File: config.mk
export PLATFORM = sky130hd
export DESIGN_NAME = mem_access_unit
export DESIGN_NICKNAME = d
export VERILOG_FILES = /design/src/rtl/mem_access_unit.sv
export SDC_FILE = /design/constraint.sdc
export NUM_CORES = 1
export LEC_CHECK = 0
export ABC_AREA = 1
export ABC_CLOCK_PERIOD_IN_PS = 4900
export CAP_MARGIN = 20
export CORE_MARGIN = 2
export CORE_UTILIZATION = 46
export DETAILED_ROUTE_END_ITERATION = 10
export GPL_ROUTABILITY_DRIVEN = 0
export PLACE_DENSITY = 0.87
export SKIP_CTS_REPAIR_TIMING = 1
export SLEW_MARGIN = 5
export SYNTH_ARGS = -nofsm -noshare
export SYNTH_HDL_FRONTEND = slang
export SYNTH_SLANG_ARGS = --single-unit
File: constraint.sdc
create_clock -name clk -period 4.9 [get_ports clk]
set_input_delay 0.98 -clock clk [delete_from_list [all_inputs] [get_ports clk]]
set_output_delay 0.98 -clock clk [all_outputs]
set_load 0.01 [all_outputs]
File: src/rtl/mem_access_unit.sv
// Load/store front-end between the MEM stage and a word-wide block RAM.
// Define MEM_PERF_CNT_EN to build the completed load/store counters.
module mem_access_unit #(
    parameter int unsigned MEM_BYTES = 1048576
) (
    input  logic        clk,
    input  logic        rst,
    input  logic        req_valid,
    output logic        req_ready,
    input  logic        req_we,
    input  logic [1:0]  req_size,
    input  logic        req_signed,
    input  logic [31:0] req_addr,
    input  logic [31:0] req_wdata,
    output logic        resp_valid,
    output logic [31:0] resp_rdata,
    output logic        resp_err,
    output logic        ram_en,
    output logic        ram_we,
    output logic [31:0] ram_addr,
    output logic [31:0] ram_di,
    input  logic [31:0] ram_dout,
    output logic [31:0] perf_loads,
    output logic [31:0] perf_stores
);

    localparam logic [1:0] IDLE    = 2'd0;
    localparam logic [1:0] RD_WAIT = 2'd1;
    localparam logic [1:0] RMW_WR  = 2'd2;
    localparam logic [1:0] RESP    = 2'd3;

    localparam logic [32:0] LIMIT = 33'(MEM_BYTES);

    logic [1:0]  state;
    logic        l_signed;
    logic [1:0]  l_size;
    logic [31:0] l_addr;
    logic [15:0] l_wdata;
    logic        accept;
    logic        bad;
    logic        word_st;
    logic [7:0]  lane_b;
    logic [15:0] lane_h;
    logic [31:0] load_val;
    logic [31:0] merged;

    assign req_ready = (state == IDLE) && !rst;
    assign accept    = req_valid && req_ready;
    assign word_st   = req_we && (req_size == 2'b10);

    // Classify the incoming request as illegal before any RAM access
    always_comb begin
        bad = (req_size == 2'b11)
           || ((req_size == 2'b01) && req_addr[0])
           || ((req_size == 2'b10) && (req_addr[1:0] != 2'b00))
           || ({1'b0, req_addr} >= LIMIT);
    end

    // Lane extraction for loads and lane merge for sub-word stores
    always_comb begin
        unique case (l_addr[1:0])
            2'd0: lane_b = ram_dout[7:0];
            2'd1: lane_b = ram_dout[15:8];
            2'd2: lane_b = ram_dout[23:16];
            default: lane_b = ram_dout[31:24];
        endcase
        lane_h = l_addr[1] ? ram_dout[31:16] : ram_dout[15:0];
        unique case (l_size)
            2'b00: load_val = l_signed ? {{24{lane_b[7]}}, lane_b}
                                       : {24'h0, lane_b};
            2'b01: load_val = l_signed ? {{16{lane_h[15]}}, lane_h}
                                       : {16'h0, lane_h};
            default: load_val = ram_dout;
        endcase
        merged = ram_dout;
        if (l_size == 2'b00) begin
            unique case (l_addr[1:0])
                2'd0: merged[7:0]   = l_wdata[7:0];
                2'd1: merged[15:8]  = l_wdata[7:0];
                2'd2: merged[23:16] = l_wdata[7:0];
                default: merged[31:24] = l_wdata[7:0];
            endcase
        end else if (l_addr[1]) begin
            merged[31:16] = l_wdata;
        end else begin
            merged[15:0] = l_wdata;
        end
    end

    // RAM drive: read/word-write straight from the request, RMW write from the latch
    always_comb begin
        ram_en   = 1'b0;
        ram_we   = 1'b0;
        ram_addr = {l_addr[31:2], 2'b00};
        ram_di   = merged;
        if (state == IDLE) begin
            ram_addr = {req_addr[31:2], 2'b00};
            ram_di   = req_wdata;
            if (req_valid && !bad && !rst) begin
                ram_en = 1'b1;
                ram_we = word_st;
            end
        end else if (state == RMW_WR && !rst) begin
            ram_en = 1'b1;
            ram_we = 1'b1;
        end
    end

    // Capture request fields at accept; they stay stable for the whole op
    always_ff @(posedge clk) begin
        if (accept) begin
            l_signed <= req_signed;
            l_size   <= req_size;
            l_addr   <= req_addr;
            l_wdata  <= req_wdata[15:0];
        end
    end

    // Sequencer and registered response
    always_ff @(posedge clk) begin
        if (rst) begin
            state      <= IDLE;
            resp_valid <= 1'b0;
            resp_err   <= 1'b0;
            resp_rdata <= 32'h0;
        end else begin
            resp_valid <= 1'b0;
            unique case (state)
                IDLE: begin
                    if (accept) begin
                        if (bad || word_st) begin
                            state      <= RESP;
                            resp_valid <= 1'b1;
                            resp_err   <= bad;
                            resp_rdata <= 32'h0;
                        end else if (req_we) begin
                            state <= RMW_WR;
                        end else begin
                            state <= RD_WAIT;
                        end
                    end
                end
                RD_WAIT: begin
                    state      <= RESP;
                    resp_valid <= 1'b1;
                    resp_err   <= 1'b0;
                    resp_rdata <= load_val;
                end
                RMW_WR: begin
                    state      <= RESP;
                    resp_valid <= 1'b1;
                    resp_err   <= 1'b0;
                    resp_rdata <= 32'h0;
                end
                default: state <= IDLE;
            endcase
        end
    end

`ifdef MEM_PERF_CNT_EN
    // Count successful completions at the edge that raises resp_valid
    always_ff @(posedge clk) begin
        if (rst) begin
            perf_loads  <= 32'h0;
            perf_stores <= 32'h0;
        end else if (state == RD_WAIT) begin
            perf_loads <= perf_loads + 32'd1;
        end else if (state == RMW_WR) begin
            perf_stores <= perf_stores + 32'd1;
        end else if (accept && !bad && word_st) begin
            perf_stores <= perf_stores + 32'd1;
        end
    end
`else
    assign perf_loads  = 32'h0;
    assign perf_stores = 32'h0;
`endif

endmodule

Yosys cells after proc, flatten, opt, wreduce, memory -nomap -nowiden:

Cells that the tools add are included.
Widths: inputs -> output; s select.

* $lt $le $gt $ge: 1
* eq/ne operators: 10
* muxes and demuxes: 32
* reductions and logical operators: 24

Operator list (count)
* $mux 32: 7
* $pmux 32 s3: 1
* $pmux 32 s2: 1
* $mux 16: 3
* $ge 32x21->1 const B: 1
* $mux 8: 4
* $pmux 8 s3: 1
* $mux 1: 9
* $eq 2x1->1 const B: 4
* $eq 2x2->1 const B: 4
* $logic_and 1x1->1: 8
* $logic_not 2->1: 3
* $mux 2: 3
* $reduce_and 3->1: 2
* $logic_or 1x1->1: 4
* $pmux 1 s2: 2
* $pmux 2 s2: 1
* $reduce_bool 2->1: 2
* $reduce_bool 3->1: 1
* $reduce_or 3->1: 1
* $logic_not 1->1: 2
* $ne 2x1->1 const B: 1
* $ne 2x2->1 const B: 1
* $reduce_or 2->1: 1

* register bits: 87
* logic and storage cells: 75

Depth between registers and ports, before layout:

Gate-level depths: netlist of run 1.

* depth after elaboration: 10
* gate-level depth with buffers: 13

Worst setup path before layout of run 1:

No wires, ideal clock.

* path type: in2out
* start point: input rst
* end point: output ram_we
* data arrival time: 2.930 ns
* required time: 3.920 ns
* path slack: 0.990 ns
* stages: 6
* buffers on the path: 1
* cells stage by stage: buf_4 nor2_2 nand2_1 inv_1 nand2_1 o21ai_0

* longest elaborated chain between the ends: 4
* elaborated cells between the ends (all ways): 6
* classes of those cells: mux: 3; reduce/logical: 3

Ends and longest elaborated chain
* start, declared: RTL line 7 `input logic rst,`
* $logic_not 1->1 (*): RTL line 99, 103
* $logic_and 1x1->1 (on tied branches): RTL line 103, 99
* $mux 1 (on tied branches): RTL line 103, 99
* $mux 1 (*): RTL line 96 `if (state == IDLE) begin`
* end, declared: RTL line 19 `output logic ram_we,`

Mark *: on every way between the ends. The rest lies on a longest branch, timed or not.

Worst setup path after layout of run 1:

* start point: register state[0]
* end point: output ram_addr[22]

* longest elaborated chain between the ends: 2

Ends and longest elaborated chain
* start, declared: RTL line 34 `logic [1:0] state;`
* start signal, assigned: RTL line 122 `state <= IDLE;`
* start signal, assigned: RTL line 132 `state <= RESP;`
* start signal, assigned: RTL line 137 `state <= RMW_WR;`
* $logic_not 2->1: RTL line 96
* $mux 32: RTL line 96
* end, declared: RTL line 20 `output logic [31:0] ram_addr,`

No other way between the ends.

==> results.toml, run 1 <==
[placement]
dpl_cell_area_sq_um = 7830
dp_hpwl_mm = 14.6
numPortBuffers = 201
place_ws_ps = 1090

[layout]
finalInstanceArea_sq_um = 8150
ff_latch_area_sq_um = 2250
multi_input_area_sq_um = 3050
fillers = 1161
n_antenna_cell = 0
area.growth.synth_to_final_pct = 34.9
drive_above_1_share_pct = 6.09
nNetsFinal = 1120

[cts]
cts_tree = "yes"
cts.sinks = 87
path_clk_slew_ps = 60
clockBufferDepth = 2
root_buffer = "clkbuf_16"
cts-buffers-inserted = 9
h-tree-depth = 3
clk_latency_ps = 340

[job]
cap_violations = 0

[detailed_routing]
wl_met1_mm = 7.30
drt_iter0_drc = 874
firstDrtPassIters = 7
routed.top_layer = "met4"
wl_met3_mm = 2.35
vias_per_cell = 5.20
routed_wl_mm = 19.2
vias = 6193
met2RoutedLength_mm = 8.94
postRouteAntennaNets = 0
drcViolationCount = 0
avgRoutedWirePerCell_microns = 16.2

[die]
core-area_sq_um = 12700
die_x_microns = 119
rows = 41
initial_core_util_pct = 47.5
fp.dieH_microns = 119
die_area_sq_um = 14100
pin_count = 268

[power]
power_leakage_nw = 3.28
ir_drop_v = 0.000343
p_per_area_nw_per_um2 = 465

[critical_path]
cp_common_cell = "buf_4"
cp-start-kind = "flop"
r2r_start = "state[0]"
worst_path_largest_cell_delay_ps = 640
end_kind = "output port"
path_max_fanout = 50
r2r_cells = 13
crit_type = "flop to output port"
arrival_ps = 2980
cp_slowest_cell = "inv_2"
crit_start = "state[0]"
rrSetupSlack_ps = 1820
worstPathRequired_ps = 3920
reg2reg_to = "resp_rdata[1]"
crit_chain = "inv_1 -> ha_1 -> buf_4 -> inv_2 -> buf_4 -> nand2_1 -> o21ai_0 -> clkdlybuf4s50_1"

[global_route]
grt_first_pass_wirelength_mm = 29.6
antenna_found_initial = 0
gr-total-overflow = 0
grt_max_degree = 52
first_global_vias = 5700
grt_use_total_pct = 26.8

[sta]
rsz0062_at_grt = "no"
fin_hold_ws_ps = 460
setup_viol = 0
fin_tns_setup_ps = 0
finalMaxSlewViolations = 0
finalCriticalPeriod_ps = 3960
post-route-period-util_pct = 80.8
maxSlewHeadroom_pct = 44.2
hold_viol_final = 0
layout_setup_ws_ps = 938
clock_skew_ps = 5.78
worst_pin_slew_ps = 835
max_freq_mhz = 252

[worst_hold_path]
holdCritPathClass = "flop to flop"
worstHoldStart = "resp_err"
min_delay_path_depth = 2
hold_path_end = "resp_err"

[synth]
synth_top_area_share_pct = 25.4
synth_top_cell_by_area = "edfxtp_1"
synth_edf_count = 51
synth_top_flop_cell = "edfxtp_1"
synthArstFlopShare_pct = 0
yosysUniqueCellTypes = 31
ys_seq_area_share_pct = 37.3
yosysWarnings = 0
synth_area_sq_um = 6040
ys_ff_latch = 87
syn_area_per_cell_sq_um = 7.16
syn_inst = 844
synth_area_leaders = "edfxtp_1, nand2_1, dfxtp_1"

[status]
status = "finished clean"
## logic make-up after synthesis
logic type,Yosys count,synth area share (%)
other,1,0.0621
and+or+nand+nor,351,25.5
AOI/OAI and AO/OA,223,20.1
buffers and inverters,178,16.2
DFF,87,37.3
adders and majority gates,4,0.829
## worst max-delay path by stage
stage / slack, ps / depth (start not counted) / to
3_3_place_gp: 1140 / 7 / ram_we
6_report: 940 / 8 / ram_addr[22]
4_1_cts: 900 / 8 / ram_addr[22]
3_5_place_dp: 1090 / 7 / ram_we
2_1_floorplan: 990 / 6 / ram_we
5_1_grt: 660 / 8 / ram_addr[23]
## where the power goes
| part | internal (mW) | switching, mW | total, mW |
|---|---|---|---|
| combinational | 0.972 | 1.22 | 2.20 |
| clock | 0.390 | 0.278 | 0.668 |
| sequential | 0.877 | 0.0453 | 0.923 |
| total | 2.24 | 1.55 | 3.79 |
## per-layer routing
layer	vias up	track usage, %
met1	2759	32.3
met5	-	0
met4	0	9.67
met2	369	43.4
li1	3026	-
met3	39	10.2
## registers in the layout (all words and copies together) (netlist names)
register	flops
l_addr	32
l_signed	1
l_size	2
l_wdata	16
resp_err	1
resp_rdata	32
resp_valid	1
state	2
## cells in the final DEF (no fill, tap or decap), types with 14 or more instances in the layout
cell type and count:
a21boi_0 14, a21oi_1 85, a31oi_1 38, clkdlybuf4s50_1 201
conb_1 66, dfxtp_1 36, edfxtp_1 51, inv_1 49
nand2_1 200, nand3_1 20, nor2_1 91, o21ai_0 54
o21ai_1 26
## synthesized netlist by cell type, types with 4 or more instances
| cell type | count |
|---|---|
| nor2_2 | 4 |
| inv_2 | 6 |
| inv_1 | 51 |
| ha_1 | 4 |
| clkbuf_1 | 35 |
| dfxtp_1 | 36 |
| nand3_2 | 11 |
| a21boi_0 | 14 |
| buf_2 | 10 |
| o21ai_1 | 26 |
| nor2_1 | 91 |
| nand4_1 | 12 |
| a31oi_1 | 38 |
| o21ai_0 | 54 |
| nand2_2 | 5 |
| nand3_1 | 20 |
| buf_4 | 70 |
| a21oi_1 | 85 |
| nand2_1 | 200 |
| edfxtp_1 | 51 |
## final cells by class
type | count | share of cell area [%]
Clock buffer | 14 | 3.38
Tap cell | 172 | 2.64
Timing Repair Buffer | 212 | 26.0
Inverter | 59 | 2.75
Sequential cell | 87 | 27.6
Multi-Input combinational cell | 644 | 37.5
Clock inverter | 2 | 0.154
## worst max-delay path: cells and delay by family, from the launching register on
kind / cells / cell delay (ps)
fa+ha+maj: 1 / 200
buf+inv: 5 / 1890
compound gates: 1 / 100
simple gates: 1 / 60
flops: 1 / 380
## metrics by stage
stage                     total power [mW]  util [%]  instances
final                                 3.79      64.0       1190
after detailed placement              3.10      61.6       1173
after global routing                  4.04      64.0       1190
after CTS                             3.78      63.8       1189
after floorplan                       2.15         -        909
after global placement                3.09      61.6       1173
Note: power is estimated with default switching activity, not from simulation.
==> inputs of run 2 (changes only) <==
--- a/config.mk
+++ b/config.mk
@@ -6,13 +6,13 @@
 export NUM_CORES = 1
 export LEC_CHECK = 0
 export ABC_AREA = 1
-export ABC_CLOCK_PERIOD_IN_PS = 4900
+export ABC_CLOCK_PERIOD_IN_PS = 3340
 export CAP_MARGIN = 20
 export CORE_MARGIN = 2
-export CORE_UTILIZATION = 46
+export CORE_UTILIZATION = 39
 export DETAILED_ROUTE_END_ITERATION = 10
 export GPL_ROUTABILITY_DRIVEN = 0
-export PLACE_DENSITY = 0.87
+export PLACE_DENSITY = 0.78
 export SKIP_CTS_REPAIR_TIMING = 1
 export SLEW_MARGIN = 5
 export SYNTH_ARGS = -nofsm -noshare
==> constraint.sdc (replaced) <==
create_clock -name clk -period 3.34 [get_ports clk]
set_input_delay 0.668 -clock clk [delete_from_list [all_inputs] [get_ports clk]]
set_output_delay 0.668 -clock clk [all_outputs]
set_load 0.01 [all_outputs]
==> run 2 against run 1 <==
Net effect:
- clock skew down 1.1 ps
- critical path type unchanged
- non-clock buffer count up 5
- sequential power up 46%
- cell count up 1.8%
- final area up 1.2%
- wire length up 3.0%
- critical path depth down 1
- clock-buffer cell count up 1
- via count up 0.47%
==> results.toml, run 2 (synthesis gave the netlist of run 1 again) <==
[detailed_routing]
routed_wl_mm = 19.8
drcViolationCount = 0
vias = 6222
firstDrtPassIters = 5
postRouteAntennaNets = 0
vias_per_cell = 5.14
avgRoutedWirePerCell_microns = 16.3
drt_iter0_drc = 456

[worst_hold_path]
min_delay_path_depth = 2
hold_path_end = "resp_err"
holdCritPathClass = "flop to flop"
worstHoldStart = "resp_err"

[sta]
clock_skew_ps = 4.68
layout_setup_ws_ps = 164
setup_viol = 0
rsz0062_at_grt = "no"
maxSlewHeadroom_pct = 51.3
fin_tns_setup_ps = 0
fin_hold_ws_ps = 458
post-route-period-util_pct = 95.1
worst_pin_slew_ps = 731
finalMaxSlewViolations = 0
finalCriticalPeriod_ps = 3180
max_freq_mhz = 315
hold_viol_final = 0

[die]
die_area_sq_um = 16500
rows = 45
initial_core_util_pct = 39.9
die_x_microns = 128
fp.dieH_microns = 128
pin_count = 268
core-area_sq_um = 15100

[global_route]
gr-total-overflow = 0
first_global_vias = 5668
grt_first_pass_wirelength_mm = 30.0
use_met1_pct = 28.9
grt_use_total_pct = 23.4
grt_busiest_layer = "met2"
grt_max_degree = 68
met2_usage_pct = 37.1
grt_util_met3_pct = 8.19
antenna_found_initial = 2

[critical_path]
rrSetupSlack_ps = 710
end_kind = "output port"
r2r_cells = 13
worstPathRequired_ps = 2670
crit_type = "flop to output port"
path_max_fanout = 33
r2r_start = "state[0]"
arrival_ps = 2510
reg2reg_to = "resp_rdata[0]"
cp-start-kind = "flop"

[power]
ir_drop_v = 0.000591
power_leakage_nw = 3.32
p_per_area_nw_per_um2 = 686
total_power_mw = 5.65

[layout]
area.growth.synth_to_final_pct = 36.5
layout_common_cells = "clkdlybuf4s50_1, nand2_1, nor2_1, a21oi_1, conb_1"
drive_above_1_share_pct = 6.65
largest_registers = "l_addr x32, resp_rdata x32, l_wdata x16"
final_core_util_pct = 54.4
finalInstanceArea_sq_um = 8240
fin_cells = 1211
n_antenna_cell = 0
nNetsFinal = 1125
layout_commonest_cell = "clkdlybuf4s50_1"

[job]
cap_violations = 0

[placement]
dpl_cell_area_sq_um = 7890
numPortBuffers = 201
dp_cells = 1191
place_ws_ps = 253
dp_hpwl_mm = 14.9

[cts]
root_buffer = "clkbuf_16"
cts-buffers-inserted = 9
clk_latency_ps = 350
h-tree-depth = 3
cts.sinks = 87
clockBufferDepth = 2
path_clk_slew_ps = 60
cts_tree = "yes"

[status]
status = "finished clean"
run 2: cell types whose count changed in the layout (fill, tap and decap cells not counted), sizes merged:
cell / change
buf: +5
clkbuf: +1
inv: -1
run 2: worst max-delay path, stage by stage, from the launching register on:
cell             delay [ps]
edfxtp_1                370
clkinv_2                110
nand2_4                 320
inv_4                   230
a21oi_1                 180
o21ai_1                  90
a31oi_1                 270
clkdlybuf4s50_1         590
run 2: cell type report:
class / instances / area, sq um
well taps: 188 / 235
inverters: 59 / 226
flip-flops and latches: 87 / 2250
multi-input cells: 644 / 3050
clock inverters: 1 / 6.26
clock buffers: 15 / 310
repair buffers: 217 / 2160
fillers: 1474 / 6900
run 2: layer usage:
| layer | routed length, microns | up-vias | part of all wire, % |
|---|---|---|---|
| li1 | - | 3035 | - |
| met1 | 8030 | 2820 | 41 |
| met2 | 9070 | 319 | 46 |
| met3 | 2000 | 44 | 10 |
| met4 | 665 | 4 | 3.4 |
| met5 | 27 | - | 0.14 |
run 2: how the worst max path moves through the flow:
| stage | start | to | cells after the start |
|---|---|---|---|
| 2_1_floorplan | rst | ram_we | 6 |
| 3_3_place_gp | ram_dout[9] | ram_di[9] | 6 |
| 3_5_place_dp | req_size[1] | ram_we | 7 |
| 4_1_cts | l_size[0] | ram_di[31] | 6 |
| 5_1_grt | l_size[1] | ram_di[3] | 7 |
| 6_report | l_size[1] | ram_di[15] | 7 |
run 2: report_power, final:
| group | switching (mW) | leakage [nW] | internal [mW] |
|---|---|---|---|
| registers | 0.0672 | 0.763 | 1.29 |
| clock network | 0.439 | 0.157 | 0.638 |
| logic | 1.81 | 2.40 | 1.42 |
==> inputs of run 3 (changes only) <==
==> constraint.sdc (replaced) <==
create_clock -name clk -period 3.34 [get_ports clk]
set_input_delay 0.835 -clock clk [delete_from_list [all_inputs] [get_ports clk]]
set_output_delay 0.835 -clock clk [all_outputs]
set_load 0.01 [all_outputs]
==> run 3 against run 2 <==
Net effect:
- final area up 2.7%
- critical path depth decreased by 1
- clock-buffer cell count decreased by 1
- die area stayed put
- sequential power about the same
- first-iteration DRC count grew 20%
- via count increased by 2.1%
- flip-flop and latch count unchanged
- cell count increased by 2.1%
- combinational power rose by 5%
- utilization is 1.5 points higher
- total power rose by 1.3%
==> results.toml, run 3 (synthesis gave the netlist of run 1 again) <==
[status]
status = "finished clean"

[cts]
clk_latency_ps = 350
h-tree-depth = 3
root_buffer = "clkbuf_16"
cts_tree = "yes"
cts-buffers-inserted = 9
clockBufferDepth = 2
path_clk_slew_ps = 60
cts.sinks = 87

[die]
rows = 45
core-area_sq_um = 15100
fp.dieH_microns = 128
initial_core_util_pct = 39.9
pin_count = 268
die_x_microns = 128
die_area_sq_um = 16500

[detailed_routing]
postRouteAntennaNets = 0
wl_met1_mm = 7.79
drt_iter0_drc = 547
vias_per_cell = 5.14
routed.top_layer = "met5"
firstDrtPassIters = 6
drcViolationCount = 0
avgRoutedWirePerCell_microns = 16.2
vias = 6354
wl_met3_mm = 2.24
met2RoutedLength_mm = 9.42
routed_wl_mm = 20.1

[sta]
setup_viol = 0
finalMaxSlewViolations = 0
max_freq_mhz = 306
clock_skew_ps = 4.34
finalCriticalPeriod_ps = 3270
fin_tns_setup_ps = 0
post-route-period-util_pct = 97.9
worst_pin_slew_ps = 715
maxSlewHeadroom_pct = 52.3
layout_setup_ws_ps = 71.2
fin_hold_ws_ps = 458
hold_viol_final = 0

[layout]
fillers = 1458
layout_commonest_cell = "nand2_1"
nNetsFinal = 1151
drive_above_1_share_pct = 9.06
area.growth.synth_to_final_pct = 40.2
n_antenna_cell = 0
largest_registers = "l_addr x32, resp_rdata x32, l_wdata x16"
layout_common_cells = "nand2_1, clkdlybuf4s50_1, nor2_1, a21oi_1, conb_1"

[critical_path]
critPathTopFamily = "buffers and inverters"
cp_common_cell = "clkdlybuf4s50_1"
worstPathRequired_ps = 2500
crit_type = "input port to output port"
cp_slowest_cell = "clkdlybuf4s50_1"
crit_chain = "clkdlybuf4s50_1 -> inv_1 -> a21oi_1 -> o21ai_0 -> a31oi_1 -> clkdlybuf4s50_1"
cp-start-kind = "input port"
end_kind = "output port"
arrival_ps = 2430
rrSetupSlack_ps = 920
path_max_fanout = 2
worst_path_largest_cell_delay_ps = 560
path_buf_inv = 3

[worst_hold_path]
holdCritPathClass = "flop to flop"

[global_route]
grt_first_pass_wirelength_mm = 30.1
gr-total-overflow = 0
grt_max_degree = 52
grt_use_total_pct = 23.4
antenna_found_initial = 2
first_global_vias = 5912

[power]
ir_drop_v = 0.000472
power_leakage_nw = 3.60
p_per_area_nw_per_um2 = 676

[placement]
dp_hpwl_mm = 15.1
numPortBuffers = 201
place_ws_ps = -40.6

[job]
cap_violations = 0
run 3: cell count changes in the layout (fill, tap and decap cells not counted), moves of 2 or more:
cell,before,now
clkinv_4,0,2
clkdlybuf4s50_1,201,183
inv_4,2,0
buf_4,14,40
clkbuf_2,0,2
dlymetal6s2s_1,0,18
run 3: through the flow:
stage	util, %	total power [mW]	std cells	cell area (sq um)
6_report	55.9	5.72	1237	8470
5_1_grt	55.9	6.10	1237	8470
4_1_cts	55.4	5.71	1236	8390
3_5_place_dp	53.5	4.69	1220	8100
3_3_place_gp	53.5	4.67	1220	8100
2_1_floorplan	-	3.15	909	6290
run 3: final timing paths:
kind	cells after the start	from	to
hold / removal	2	resp_err	resp_err
hold reg to reg	2	resp_err	resp_err
setup / recovery	6	ram_dout[28]	ram_di[28]
setup reg to reg	12	state[0]	resp_rdata[5]
run 3: power breakdown:
part	internal, mW	switching, mW	leakage (nW)	total (mW)
logic	1.51	1.86	2.69	3.37
registers	1.29	0.0692	0.763	1.36
clock network	0.577	0.423	0.148	1.00
run 3: metal layers:
metal | global-route usage [%] | up-vias
li1 | - | 3088
met1 | 28.3 | 2867
met2 | 38.1 | 351
met3 | 7.73 | 44
met4 | 10.1 | 4
met5 | 0 | -
run 3: layout make-up:
class                           count  area (sq um)  share of cell area, %
Multi-Input combinational cell    644          3050                   36.1
Timing Repair Buffer              243          2400                   28.4
Sequential cell                    87          2250                   26.6
Clock buffer                       14           278                   3.28
Tap cell                          188           235                   2.78
Clock inverter                      2          13.8                  0.163
Inverter                           59           233                   2.75
run 3: worst min-delay path, delay by kind of cell (launching register included):
kind | cells | cell delay [ps]
DFF | 1 | 310
and+or+nand+nor | 1 | 60
AOI/OAI and AO/OA | 1 | 50
